### src/rtl/a5_pkg.sv
// Shared types and constants for the A5/1 keystream packing path.
package a5_pkg;

   typedef enum logic [1:0] {
      IDLE  = 2'd0,
      RUN   = 2'd1,
      DRAIN = 2'd2
   } packer_state_t;

   localparam int A5_WORD_W         = 32;
   localparam int A5_GSM_FRAME_BITS = 228;
   localparam int A5_BURST_BITS     = 114;

endpackage

### src/rtl/a5_keystream_packer_if.sv
// Word stream from the packer FIFO to the bus-side reader.
interface a5_keystream_packer_if
   import a5_pkg::*;
#(
   parameter int WORD_W = A5_WORD_W
) ();

   logic              out_valid;
   logic              out_ready;
   logic [WORD_W-1:0] out_data;
   logic              out_last;

   modport master (output out_valid, output out_data, output out_last, input out_ready);
   modport slave  (input out_valid, input out_data, input out_last, output out_ready);

endinterface

### src/rtl/a5_word_fifo.sv
// First-word fall-through FIFO holding {last, data} entries; push and pop may coincide at any level.
module a5_word_fifo #(
   parameter int DEPTH  = 4,
   parameter int DATA_W = 32
) (
   input  logic                   clk,
   input  logic                   reset_n,
   input  logic                   push,
   input  logic [DATA_W-1:0]      push_data,
   input  logic                   push_last,
   input  logic                   pop,
   output logic [DATA_W-1:0]      head_data,
   output logic                   head_last,
   output logic                   full,
   output logic                   empty,
   output logic [$clog2(DEPTH):0] count
);

   localparam int PTR_W = $clog2(DEPTH);
   localparam int CNT_W = PTR_W + 1;

   logic [DATA_W:0]    mem [DEPTH];
   logic [PTR_W-1:0]   wr_ptr;
   logic [PTR_W-1:0]   rd_ptr;

   always_ff @(posedge clk or negedge reset_n) begin
      if (!reset_n) begin
         wr_ptr <= '0;
         rd_ptr <= '0;
         count  <= '0;
      end else begin
         if (push) wr_ptr <= wr_ptr + PTR_W'(1);
         if (pop)  rd_ptr <= rd_ptr + PTR_W'(1);
         case ({push, pop})
            2'b10:   count <= count + CNT_W'(1);
            2'b01:   count <= count - CNT_W'(1);
            default: count <= count;
         endcase
      end
   end

   // Storage is datapath only; pointers and count carry all control state.
   always_ff @(posedge clk) begin
      if (push) mem[wr_ptr] <= {push_last, push_data};
   end

   assign full  = (count == CNT_W'(DEPTH));
   assign empty = (count == '0);

   // Empty head reads as zero so the bus sees clean values after reset.
   assign {head_last, head_data} = empty ? '0 : mem[rd_ptr];

endmodule

### src/rtl/a5_keystream_packer.sv
// Gates the A5/1 generator clock, packs keystream bits MSB-first into words and queues them for the reader.
module a5_keystream_packer
   import a5_pkg::*;
#(
   parameter int FRAME_BITS = A5_GSM_FRAME_BITS,
   parameter int FIFO_DEPTH = 4,
   parameter int WORD_W     = A5_WORD_W
) (
   input  logic                  clk,
   input  logic                  reset_n,
   input  logic                  start,
   output logic                  lfsr_clk_en,
   input  logic                  d,
   a5_keystream_packer_if.master out_bus,
   output logic                  busy,
   output logic                  done
);

   localparam int CNT_W = $clog2(FRAME_BITS + 1);
   localparam int IDX_W = $clog2(WORD_W);
   localparam int LVL_W = $clog2(FIFO_DEPTH) + 1;

   packer_state_t     state;
   packer_state_t     state_nxt;
   logic [CNT_W-1:0]  bits_left;
   logic [CNT_W-1:0]  bits_left_nxt;
   logic [IDX_W-1:0]  bit_idx;
   logic [IDX_W-1:0]  bit_idx_nxt;
   logic [WORD_W-2:0] shreg;
   logic [WORD_W-2:0] shreg_nxt;
   logic [WORD_W-1:0] word_raw;
   logic [WORD_W-1:0] push_word;
   logic              push;
   logic              push_last;
   logic              pop;
   logic              fifo_full;
   logic              fifo_empty;
   logic [LVL_W-1:0]  fifo_count;
   logic [WORD_W-1:0] head_data;
   logic              head_last;

   a5_word_fifo #(
      .DEPTH  (FIFO_DEPTH),
      .DATA_W (WORD_W)
   ) u_fifo (
      .clk       (clk),
      .reset_n   (reset_n),
      .push      (push),
      .push_data (push_word),
      .push_last (push_last),
      .pop       (pop),
      .head_data (head_data),
      .head_last (head_last),
      .full      (fifo_full),
      .empty     (fifo_empty),
      .count     (fifo_count)
   );

   assign out_bus.out_valid = !fifo_empty;
   assign out_bus.out_data  = head_data;
   assign out_bus.out_last  = head_last;
   assign pop               = !fifo_empty && out_bus.out_ready;
   assign busy              = (state != IDLE);
   assign word_raw          = {shreg, d};

   always_comb begin
      state_nxt     = state;
      bits_left_nxt = bits_left;
      bit_idx_nxt   = bit_idx;
      shreg_nxt     = shreg;
      lfsr_clk_en   = 1'b0;
      push          = 1'b0;
      push_last     = 1'b0;
      push_word     = word_raw;
      done          = 1'b0;
      case (state)
         IDLE: begin
            if (start) begin
               bits_left_nxt = CNT_W'(FRAME_BITS);
               bit_idx_nxt   = '0;
               shreg_nxt     = '0;
               state_nxt     = RUN;
            end
         end
         RUN: begin
            // Enable looks only at the registered level, so a pop this cycle does not unblock it.
            lfsr_clk_en = !fifo_full;
            if (lfsr_clk_en) begin
               shreg_nxt     = word_raw[WORD_W-2:0];
               bits_left_nxt = bits_left - CNT_W'(1);
               if (bits_left == CNT_W'(1)) begin
                  push      = 1'b1;
                  push_last = 1'b1;
                  push_word = word_raw << (IDX_W'(WORD_W - 1) - bit_idx);
                  state_nxt = DRAIN;
               end else if (bit_idx == IDX_W'(WORD_W - 1)) begin
                  push        = 1'b1;
                  bit_idx_nxt = '0;
               end else begin
                  bit_idx_nxt = bit_idx + IDX_W'(1);
               end
            end
         end
         DRAIN: begin
            // The last-tagged word is always the final entry left in the FIFO.
            if (pop && head_last && fifo_count == LVL_W'(1)) begin
               done      = 1'b1;
               state_nxt = IDLE;
            end
         end
         default: state_nxt = IDLE;
      endcase
   end

   always_ff @(posedge clk or negedge reset_n) begin
      if (!reset_n) begin
         state     <= IDLE;
         bits_left <= '0;
         bit_idx   <= '0;
      end else begin
         state     <= state_nxt;
         bits_left <= bits_left_nxt;
         bit_idx   <= bit_idx_nxt;
      end
   end

   always_ff @(posedge clk) begin
      shreg <= shreg_nxt;
   end

endmodule

### src/flat_wrapper.sv
// flat-port wrapper written by rule: the top's interface ports become plain ports
module a5_keystream_packer_flat import a5_pkg::*;
#(
   parameter int FRAME_BITS = A5_GSM_FRAME_BITS,
   parameter int FIFO_DEPTH = 4,
   parameter int WORD_W     = A5_WORD_W
)
  (clk, reset_n, start, lfsr_clk_en, d, busy, done, out_bus_out_valid, out_bus_out_data, out_bus_out_last, out_bus_out_ready);
  a5_keystream_packer_if #(.WORD_W(WORD_W)) out_bus_i ();
  input  logic clk;
  input  logic reset_n;
  input  logic start;
  output logic lfsr_clk_en;
  input  logic d;
  output logic busy;
  output logic done;
  output wire logic [$bits(out_bus_i.out_valid)-1:0] out_bus_out_valid;
  output wire logic [$bits(out_bus_i.out_data)-1:0] out_bus_out_data;
  output wire logic [$bits(out_bus_i.out_last)-1:0] out_bus_out_last;
  input wire logic [$bits(out_bus_i.out_ready)-1:0] out_bus_out_ready;
  assign out_bus_out_valid = out_bus_i.out_valid;
  assign out_bus_out_data = out_bus_i.out_data;
  assign out_bus_out_last = out_bus_i.out_last;
  assign out_bus_i.out_ready = out_bus_out_ready;
  a5_keystream_packer #(.FRAME_BITS(FRAME_BITS), .FIFO_DEPTH(FIFO_DEPTH), .WORD_W(WORD_W)) u_core (.clk(clk), .reset_n(reset_n), .start(start), .lfsr_clk_en(lfsr_clk_en), .d(d), .out_bus(out_bus_i), .busy(busy), .done(done));
endmodule
### config.mk
export PLATFORM = sky130hd
export DESIGN_NAME = a5_keystream_packer_flat
export DESIGN_NICKNAME = d
export VERILOG_FILES = /design/src/rtl/a5_pkg.sv /design/src/rtl/a5_keystream_packer_if.sv /design/src/rtl/a5_word_fifo.sv /design/src/rtl/a5_keystream_packer.sv /design/src/flat_wrapper.sv
export SDC_FILE = /design/constraint.sdc
export NUM_CORES = 1
export LEC_CHECK = 0
export ABC_CLOCK_PERIOD_IN_PS = 4950
export CAP_MARGIN = 20
export CELL_PAD_IN_SITES_DETAIL_PLACEMENT = 1
export CELL_PAD_IN_SITES_GLOBAL_PLACEMENT = 1
export CORE_MARGIN = 2
export CORE_UTILIZATION = 45
export CTS_BUF_LIST = sky130_fd_sc_hd__clkbuf_8
export CTS_CLUSTER_SIZE = 14
export DETAILED_ROUTE_END_ITERATION = 7
export PLACE_DENSITY_LB_ADDON = 0.1
export REMOVE_ABC_BUFFERS = 1
export SKIP_CTS_REPAIR_TIMING = 1
export SYNTH_ARGS = -nofsm -noshare
export SYNTH_HDL_FRONTEND = slang
export SYNTH_SLANG_ARGS = --single-unit
### constraint.sdc
create_clock -name clk -period 4.95 [get_ports clk]
set_clock_uncertainty 0.05 [all_clocks]
set_input_delay 0.99 -clock clk [delete_from_list [all_inputs] [get_ports clk]]
set_output_delay 0.99 -clock clk [all_outputs]
set_load 0.005 [all_outputs]
; ---- Yosys cells after proc, flatten, opt, wreduce, memory -nomap -nowiden
; Memories as Yosys holds them, arrays and structs flattened.
; Index checks and enable logic that the tools add are counted.
; Widths: inputs -> output; s select.
[op_classes]
n_addsub = 7
eq_ne = 13
n_shift = 1
muxes = 33
n_reduce_logical = 13
[op_table]
columns = op, count
row1 = $mux 32, 3
row2 = $mux 31, 2
row3 = $pmux 31 s2, 1
row4 = $mux 33, 1
row5 = $shl 32x5->32, 1
row6 = $mux 5, 4
row7 = $mux 8, 2
row8 = $pmux 8 s2, 1
row9 = $mux 1, 12
row10 = $pmux 5 s2, 1
row11 = $eq 8x1->1 const B, 1
row12 = $mux 2, 4
row13 = $reduce_and 4->1, 2
row14 = $sub 8x1->8 const B, 1
row15 = $ne 2x2->1 const B, 3
row16 = $pmux 2 s3, 1
row17 = $pmux 3 s2, 1
row18 = $reduce_bool 2->1, 3
row19 = $add 5x1->5 const B, 1
row20 = $eq 5x5->1 const B, 1
row21 = $sub 5x5->5 const A, 1
row22 = $add 2x1->2 const B, 2
row23 = $eq 2x1->1 const B, 2
row24 = $eq 2x2->1 const B, 2
row25 = other kinds (10), 14
[word_totals]
reg_bits = 53
ram_bits = 132
inputBits = 5
out_inout_bits = 37
word_cells = 75
n_memories = 1
[memory_table]
columns = name, depth, width, read_ports, rd_clocked_by_memory_dff, wr, line_no
row1 = u_core.u_fifo.mem, 4, 33, 1, 0, 1, a5_word_fifo.sv:22  ; logic [DATA_W:0] mem [DEPTH];

; ---- Logic depth before layout (Yosys ltp)
; Gate-level depths: netlist of the first run.
[logic_depth]
word_depth = 7
depth_mapped = 11
ltp_nobuf = 11

; ---- By module
; Synthesis of the first run repeated with hierarchy kept, for this count alone.
[hier_totals]
cells_unflattened = 623
hier_area_um2 = 9316.4
[by_module_without_submodules]
columns = module, n_inst, cells_each, area_per_inst_um2, seq_area_each_um2
row1 = a5_word_fifo, 1, 245, 5390.2, 4139.0
row2 = a5_keystream_packer, 1, 378, 3926.3, 1306.3

; ---- Worst setup path before layout of the first run
; Ideal clock, no wire load.
[synth_path]
kind = register to register
start = register u_core.bit_idx[2]
end = memory u_core.u_fifo.mem[0][0] (netlist bit) (enable)
setup_ns = 0.393
t_arrival_ns = 2.375
t_required_ns = 4.507
slack_ns = 2.132
path_stages_with_launch = 7
n_path_buf = 2
synth_period_minus_slack_ns = 2.818
cell_sequence = dfrtp_1 -> clkbuf_1 -> clkbuf_1 -> and3_1 -> ha_1 -> o21a_1 -> and2_1
[synth_between]
elab_chain_cells = 7
[synth_lines]
columns = item, line_no
row1 = "start, declared", a5_keystream_packer.sv:27  ; logic [IDX_W-1:0] bit_idx;
row2 = "start signal, assigned", a5_keystream_packer.sv:123  ; bit_idx <= bit_idx_nxt;
row3 = $eq 5x5->1, a5_keystream_packer.sv:96  ; end else if (bit_idx == IDX_W'(WORD_W - 1)) begin
row4 = $mux 1, a5_keystream_packer.sv:96
row5 = $mux 1, a5_keystream_packer.sv:91  ; if (bits_left == CNT_W'(1)) begin
row6 = $mux 1, a5_keystream_packer.sv:88  ; if (lfsr_clk_en) begin
row7 = $mux 1, a5_keystream_packer.sv:76  ; case (state)
row8 = $mux 1, a5_word_fifo.sv:44  ; if (push) mem[wr_ptr] <= {push_last, push_data};
row9 = $mux 1 (implied by the code), a5_word_fifo.sv:44
row10 = "end, declared", a5_word_fifo.sv:22
; Every way passes these cells.

; ---- Final worst setup path of the first run
[layout_path]
start = register u_core.u_fifo.rd_ptr[0]
end = output port out_bus_out_data[3]
[layout_between]
elab_chain_cells = 2
[layout_lines]
columns = item, line_no
row1 = "start, declared", a5_word_fifo.sv:24  ; logic [PTR_W-1:0] rd_ptr;
row2 = "start signal, assigned", a5_word_fifo.sv:33  ; if (pop) rd_ptr <= rd_ptr + PTR_W'(1);
row3 = $mem_v2 4x33, --
row4 = $mux 33, a5_word_fifo.sv:51  ; assign {head_last, head_data} = empty ? '0 : mem[rd_ptr];
row5 = "end, declared", flat_wrapper.sv:18  ; output wire logic [$bits(out_bus_i.out_data)-1:0] out_bus_out_data;
; Every way passes these cells.

==> results.md, run 1 <==
- Number of vias in the routed layout: 5,589
- Clock transition at the registers of the reported paths: 0.10 ns
- H-tree levels: 4
- DR pass1 iterations: 5
- Most frequently used cell type in the post-synthesis netlist: sky130_fd_sc_hd__edfxtp_1
- Max incr delay on CP: 0.78 ns
- Critical-path maximum fanout: 19
- Final Cycle Share: 79.10%
- Mean instance size in the synthesized netlist: 14.21 um^2
- IO Port Bufs: 41
- Power density of the placed cells: 650.7 nW/um^2
- Antenna Violating Nets Remaining: 0
- Total of warnings raised by yosys: 0
- Worst min-delay path category: reg2reg
- Dominant register cell in the synthesized netlist: sky130_fd_sc_hd__edfxtp_1
- Insertion delay to the later sink of the worst-skew pair: 0.47 ns
- CTS Buffer Depth: 2
- Worst Hold Margin: 0.4877 ns
- Vert. Die Dim: 147.5 um
- Netlist area before placement: 9265 um^2
- Capturing element type of the critical path: primary output
- Clock buffer count from CTS: 17
- Final global-route overflow total: 0
- Share of the core filled with cells in the final layout: 51.15%
- Required time of the worst setup path: 3.91 ns
- Count of final hold-check violations: 0
- Post-detailed-route via-to-cell ratio: 5.744
- Total length of routed wires: 21.76 mm
- Final std cell area, no fill: 10,350 um^2
- Cell type with the highest aggregate area in the netlist: sky130_fd_sc_hd__edfxtp_1
- Aggregate negative setup slack: 0 ns
- Max-slew violations: 0
- CP Buf/Inv Count: 2
- Worst-path cell chain: buf_4, mux4_2, and2_1, clkdlybuf4s50_1
- Fraction of synthesis flops using an asynchronous set or reset pin: 11.89%
- Die outline area: 21,750 um^2
- Global-route wire length before repair: 35.36 mm
- Tightest slew margin relative to the limit: 32.93%
- X dimension of the die: 147.5 um
- Area share of the largest cell type after synthesis: 52.83%
- GRT Total Usage: 21.41%
- Largest net degree at the start of global routing: 48
- Ranking of synthesized cells by area: sky130_fd_sc_hd__edfxtp_1 53%, sky130_fd_sc_hd__mux4_2 14%, sky130_fd_sc_hd__dfrtp_1 5.9%
- Achievable Freq: 0.2554 GHz
- Placed instance area: 9946 um^2
- Number of unique standard cell types used by synthesis: 49
- Setup repair after global routing missed its margin: no
- Clock sinks: 185
- Type of element launching the critical path: register
- Effective utilization at floorplan: 45.79%
- Final weighted congestion of routability-driven global placement: 0.7967
- Post-route total power: 6.735 mW
- Number of antenna violations at the first check in global routing: 0
- Clock tree from TritonCTS: built
- Peak VDD IR: 0.0002848 V
- Crit-path leading delay family: buffers and inverters
- Post-layout nets: 707
- Synth-to-layout area growth: 11.71%
- Average detailed-routed wire length per instance: 22.36 um
- Most common library cells after synthesis: 163 x sky130_fd_sc_hd__edfxtp_1, 73 x sky130_fd_sc_hd__and2_1, 70 x sky130_fd_sc_hd__nand2_1
- DRT iter0 DRCs: 425
- Fraction of final layout cells with drive strength greater than 1: 17.66%
- Critical path arrival: 2.88 ns
- Post-DP HPWL: 14.85 mm
- Seq. cell area: 5448 um^2
- Status: complete, no violations
- Setup Crit Path Kind: reg2out
- EDFF count, synth: 163
- Slew @ Worst Pin: 1.006 ns
- Area of the core region: 20,230 um^2
- Post-synthesis sequential element count: 185
- Fraction of the yosys area taken by sequential cells: 58.77%
- Max-cap violations: 0
- Area used by multi-input combinational logic: 3566 um^2
- Boundary Pins: 42
- Remaining routing DRC violations: 0
- Cell Rows: 52
- Vias in the first global route: 6,099
- Static Leakage: 3.615 nW
- Fill cell instance count of the final layout: 1,990
- Worst-path cell with the longest stage delay: sky130_fd_sc_hd__dfrtp_2
- Root Buffer: sky130_fd_sc_hd__clkbuf_8
- Gate count after technology mapping: 652
- Minimum period implied by the final worst setup slack: 3.915 ns
- Setup violation total in the final timing report: 0
==> where the power goes <==
part	switching (mW)	internal [mW]	total, mW
Sequential	0.417	2.18	2.59
Combinational	1.59	1.59	3.18
Clock	0.593	0.366	0.959
==> flip-flops by register name, summed over array words and instances, names as in the netlist <==
signal,count
u_core.u_fifo.wr_ptr,2
u_core.u_fifo.rd_ptr,2
u_core.u_fifo.mem,132
u_core.bits_left,8
u_core.bit_idx,5
u_core.u_fifo.count,3
u_core.state,2
u_core.shreg,31
==> cells in the final DEF (no fill, tap or decap), types with 13 or more instances in the layout <==
cell,Yosys,routed
sky130_fd_sc_hd__nand2_1,70,70
sky130_fd_sc_hd__clkbuf_8,0,17
sky130_fd_sc_hd__edfxtp_1,163,163
sky130_fd_sc_hd__buf_4,4,16
sky130_fd_sc_hd__ha_1,13,13
sky130_fd_sc_hd__o21ai_0,25,25
sky130_fd_sc_hd__and2_1,73,73
sky130_fd_sc_hd__inv_1,14,15
sky130_fd_sc_hd__nor2_1,31,31
sky130_fd_sc_hd__mux4_2,59,59
sky130_fd_sc_hd__dfrtp_1,22,20
sky130_fd_sc_hd__clkdlybuf4s50_1,0,41
sky130_fd_sc_hd__mux2i_1,24,24
==> worst paths after layout <==
check / slack [ns] / depth (start not counted) / endpoint / startpoint
max in group asynchronous: 3.63 / 2 / u_core.bit_idx[0] / reset_n
min in group asynchronous: 0.75 / 1 / u_core.u_fifo.count[1] / reset_n
max: 1.03 / 4 / out_bus_out_data[3] / u_core.u_fifo.rd_ptr[0]
min reg2reg: 0.49 / 2 / u_core.bits_left[5] / u_core.bits_left[5]
max reg2reg: 1.61 / 8 / u_core.u_fifo.mem[2][24] / u_core.bits_left[2]
min: 0.49 / 2 / u_core.bits_left[5] / u_core.bits_left[5]
==> cells by family after synthesis <==
group / synth area share (%)
multiplexers: 18.27
AO/OA/AOI/OAI: 5.780
AND/OR/NAND/NOR: 11.55
flip-flops: 58.77
buffers and inverters: 2.741
adder cells (fa/ha/maj): 1.756
XOR/XNOR: 1.134
==> per-layer routing <==
layer	up-vias	track usage, %	share of wire, %
li1	2548	-	-
met1	2919	31.36	48
met2	99	33.62	48
met3	23	3.395	2.8
met4	0	6.010	1.5
met5	-	0	0
==> metrics by stage <==
stage,setup slack [ns],cells
final,1.035,973
after global routing,0.8102,972
after CTS,0.9324,971
after detailed placement,1.474,939
after global placement,1.447,939
after floorplan,1.249,612
==> worst reg2reg max path, delay by kind of cell (launching register included) <==
kind	cells	cell delay, ns
DFF	1	0.44
AOI/OAI and AO/OA	1	0.73
buffers and inverters	3	0.68
and+or+nand+nor	4	1.13
==> layout make-up <==
class / instances / share of cell area [%]
well taps: 270 / 3.264
diodes: 1 / 0.02418
flip-flops and latches: 185 / 52.64
inverters: 17 / 0.6165
repair buffers: 58 / 5.392
clock buffers: 17 / 2.261
clock inverters: 15 / 1.354
multi-input cells: 410 / 34.45
No activity file was read; power rests on OpenSTA's default activity.
==> run 2, diff against run 1 <==
ABC_CLOCK_PERIOD_IN_PS = 3200   (was 4950)
clock period = 3.2 ns   (was 4.95 ns; I/O delays follow)
==> run 2 against run 1 <==
Cell area up 2.1%. Routed wire length increased by 1.4%. First-iteration DRC count shrank 7.8%. Highest routed layer unchanged. Total power is 60% higher. Combinational power grew 69%. Critical path depth increased by 1. Non-clock buffer count increased by 14.
==> results.md, run 2 (synthesis gave the netlist of run 1 again) <==
- Post-route total power: 10.77 mW (was 6.735 mW)
- DP Worst Slack: 0.2845 ns (was 1.474 ns)
- Peak VDD IR: 0.0004389 V (was 0.0002848 V)
- Status: complete, no violations (unchanged)
- Highest-count cells in the layout ignoring fill and taps: 163 x sky130_fd_sc_hd__edfxtp_1, 73 x sky130_fd_sc_hd__and2_1, 70 x sky130_fd_sc_hd__nand2_1 (unchanged)
- Most common library cell in the layout ignoring fill and taps: sky130_fd_sc_hd__edfxtp_1 (unchanged)
- Die outline area: 21,750 um^2 (unchanged)
- Setup Crit Path Kind: reg2out (unchanged)
- DR pass1 iterations: 4 (was 5)
- Count of final hold-check violations: 0 (unchanged)
- Worst-path cell chain: buf_4, clkbuf_16, mux4_2, and2_1, clkdlybuf4s50_1 (was buf_4, mux4_2, and2_1, clkdlybuf4s50_1)
- Vias in the first global route: 5,992 (was 6,099)
- Post-DP HPWL: 15.09 mm (was 14.85 mm)
- IO Port Bufs: 41 (unchanged)
- Worst-path cell with the longest stage delay: sky130_fd_sc_hd__mux4_2 (was sky130_fd_sc_hd__dfrtp_2)
- Area of the core region: 20,230 um^2 (unchanged)
- Worst min-delay path category: in2async (was reg2reg)
- Root Buffer: sky130_fd_sc_hd__clkbuf_8 (unchanged)
- Share of the core filled with cells in the final layout: 52.21% (was 51.15%)
- Post-Layout Cell Count: 986 (was 973)
- Cell Rows: 52 (unchanged)
- Final global-route overflow total: 0 (unchanged)
- Capturing element type of the critical path: primary output (unchanged)
- Cell count after placement: 952 (was 939)
- Clock tree from TritonCTS: built (unchanged)
- Clock buffer count from CTS: 17 (unchanged)
- Register bank with the most flops: u_core.u_fifo.mem (unchanged)
- Clock Power Share: 14.3% (was 14.2%)
- Total net switching power: 4.149 mW (was 2.602 mW)
- Clock transition at the registers of the reported paths: 0.11 ns (was 0.10 ns)
- Tightest slew margin relative to the limit: 57.61% (was 32.93%)
- Power density of the placed cells: 1019 nW/um^2 (was 650.7 nW/um^2)
- Average detailed-routed wire length per instance: 22.37 um (was 22.36 um)
- Achievable Freq: 0.3254 GHz
- Critical-path maximum fanout: 17 (was 19)
- Final Cycle Share: 96.05%
- Startpoint of the most critical setup path: u_core.u_fifo.rd_ptr[0] (unchanged)
- Worst R2R Start: u_core.bits_left[2] (unchanged)
- Max-cap violations: 0 (unchanged)
- Worst Hold Margin: 0.4624 ns (was 0.4877 ns)
- Remaining routing DRC violations: 0 (unchanged)
- Switching portion of total power: 38.54% (was 38.63%)
- Setup violation total in the final timing report: 0 (unchanged)
- Synth-to-layout area growth: 14.02% (was 11.71%)
- Insertion delay to the later sink of the worst-skew pair: 0.47 ns (about the same)
- Setup repair after global routing missed its margin: no (unchanged)
- Minimum period implied by the final worst setup slack: 3.074 ns
- Comb power frac: 49.9% (was 47.3%)
- Max FFs per register: 132 (unchanged)
- Antenna Cells: 0 (was 1)
- Worst setup margin: 0.1265 ns (was 1.035 ns)
- CTS Buffer Depth: 2 (unchanged)
- GRT Total Usage: 21.29% (was 21.41%)
- Number of vias in the routed layout: 5,599 (was 5,589)
- Slew @ Worst Pin: 0.6291 ns (was 1.006 ns)
- Number of antenna violations at the first check in global routing: 0 (unchanged)
- Post-detailed-route via-to-cell ratio: 5.678 (was 5.744)
- Effective utilization at floorplan: 45.79% (unchanged)
- Antenna Violating Nets Remaining: 0 (unchanged)
- X dimension of the die: 147.5 um (unchanged)
- Final weighted congestion of routability-driven global placement: 0.8555 (was 0.7967)
- Cells on worst reg2reg path: 6 (was 8)
- Max incr delay on CP: 0.52 ns (was 0.78 ns)
- Sequential share of power: 35.8% (was 38.5%)
- Type of element launching the critical path: register (unchanged)
- Registers with the highest flip-flop counts: u_core.u_fifo.mem (132), u_core.shreg (31), u_core.bits_left (8) (unchanged)
- Vert. Die Dim: 147.5 um (unchanged)
- Global-route wire length before repair: 35.09 mm (was 35.36 mm)
- Total length of routed wires: 22.06 mm (was 21.76 mm)
- H-tree levels: 4 (unchanged)
- Post-layout nets: 721 (was 707)
- Cell-internal power: 6.618 mW (was 4.133 mW)
- Fill cell instance count of the final layout: 1,997 (was 1,990)
- Fraction of final layout cells with drive strength greater than 1: 19.41% (was 17.66%)
- Boundary Pins: 42 (unchanged)
- Static Leakage: 3.717 nW (was 3.615 nW)
- DRT iter0 DRCs: 392 (was 425)
- Critical path arrival: 2.38 ns (was 2.88 ns)
- Clock sinks: 185 (unchanged)
- Largest net degree at the start of global routing: 42 (was 48)
- Required time of the worst setup path: 2.51 ns (was 3.91 ns)
- Max-slew violations: 0 (unchanged)
[run 2: power groups by stage]
stage               clock network, mW  registers, mW  logic [mW]
floorplan                           0           4.05        3.01
global placement                    0           3.87        5.24
detailed placement                  0           3.90        5.33
CTS                              1.58           3.85        5.35
global route                     1.66           3.92        5.87
finish                           1.53           3.86        5.38
[run 2: cell type report]
class,instances,area [um^2],share of cell area (%)
well taps,270,337.8,3.198
inverters,17,63.81,0.6040
clock inverters,15,153.9,1.457
clock buffers,17,234.0,2.215
repair buffers,72,755.7,7.154
flip-flops and latches,185,5448,51.57
multi-input cells,410,3571,33.80
[run 2: routing by layer]
metal  wire length (um)  track usage (%)  share of wire, %
met5                  0                0                 0
met4                256            5.433               1.2
met3                727            3.241               3.3
met2              10540            34.35                48
met1              10530            30.68                48
[run 2: stage by stage]
stage,area (um^2),TNS [ns]
floorplan,9075,-70.52
global placement,10130,0
detailed placement,10130,0
CTS,10520,0
global route,10560,0
finish,10560,0
[run 2: path summary, 6_finish.rpt]
kind                                                  to  slack, ns
min in group clk                  u_core.u_fifo.count[2]       0.49
worst max register to register  u_core.u_fifo.mem[2][11]       0.39
max in group asynchronous              u_core.bit_idx[0]       2.36
worst min-delay path             u_core.u_fifo.wr_ptr[0]       0.46
worst min register to register    u_core.u_fifo.count[2]       0.49
worst max-delay path                out_bus_out_data[27]       0.13
[run 2: critical path, delay by kind of cell (launching register included)]
family	cells	cell delay [ns]
mux	1	0.52
buf+inv	3	0.79
simple gates	1	0.17
flops	1	0.42
==> run 3, diff against run 2 <==
SKIP_LAST_GASP = 1   (was not set)
==> results of run 3 <==
No change in the layout: final DEF, timing and power equal those of run 2.
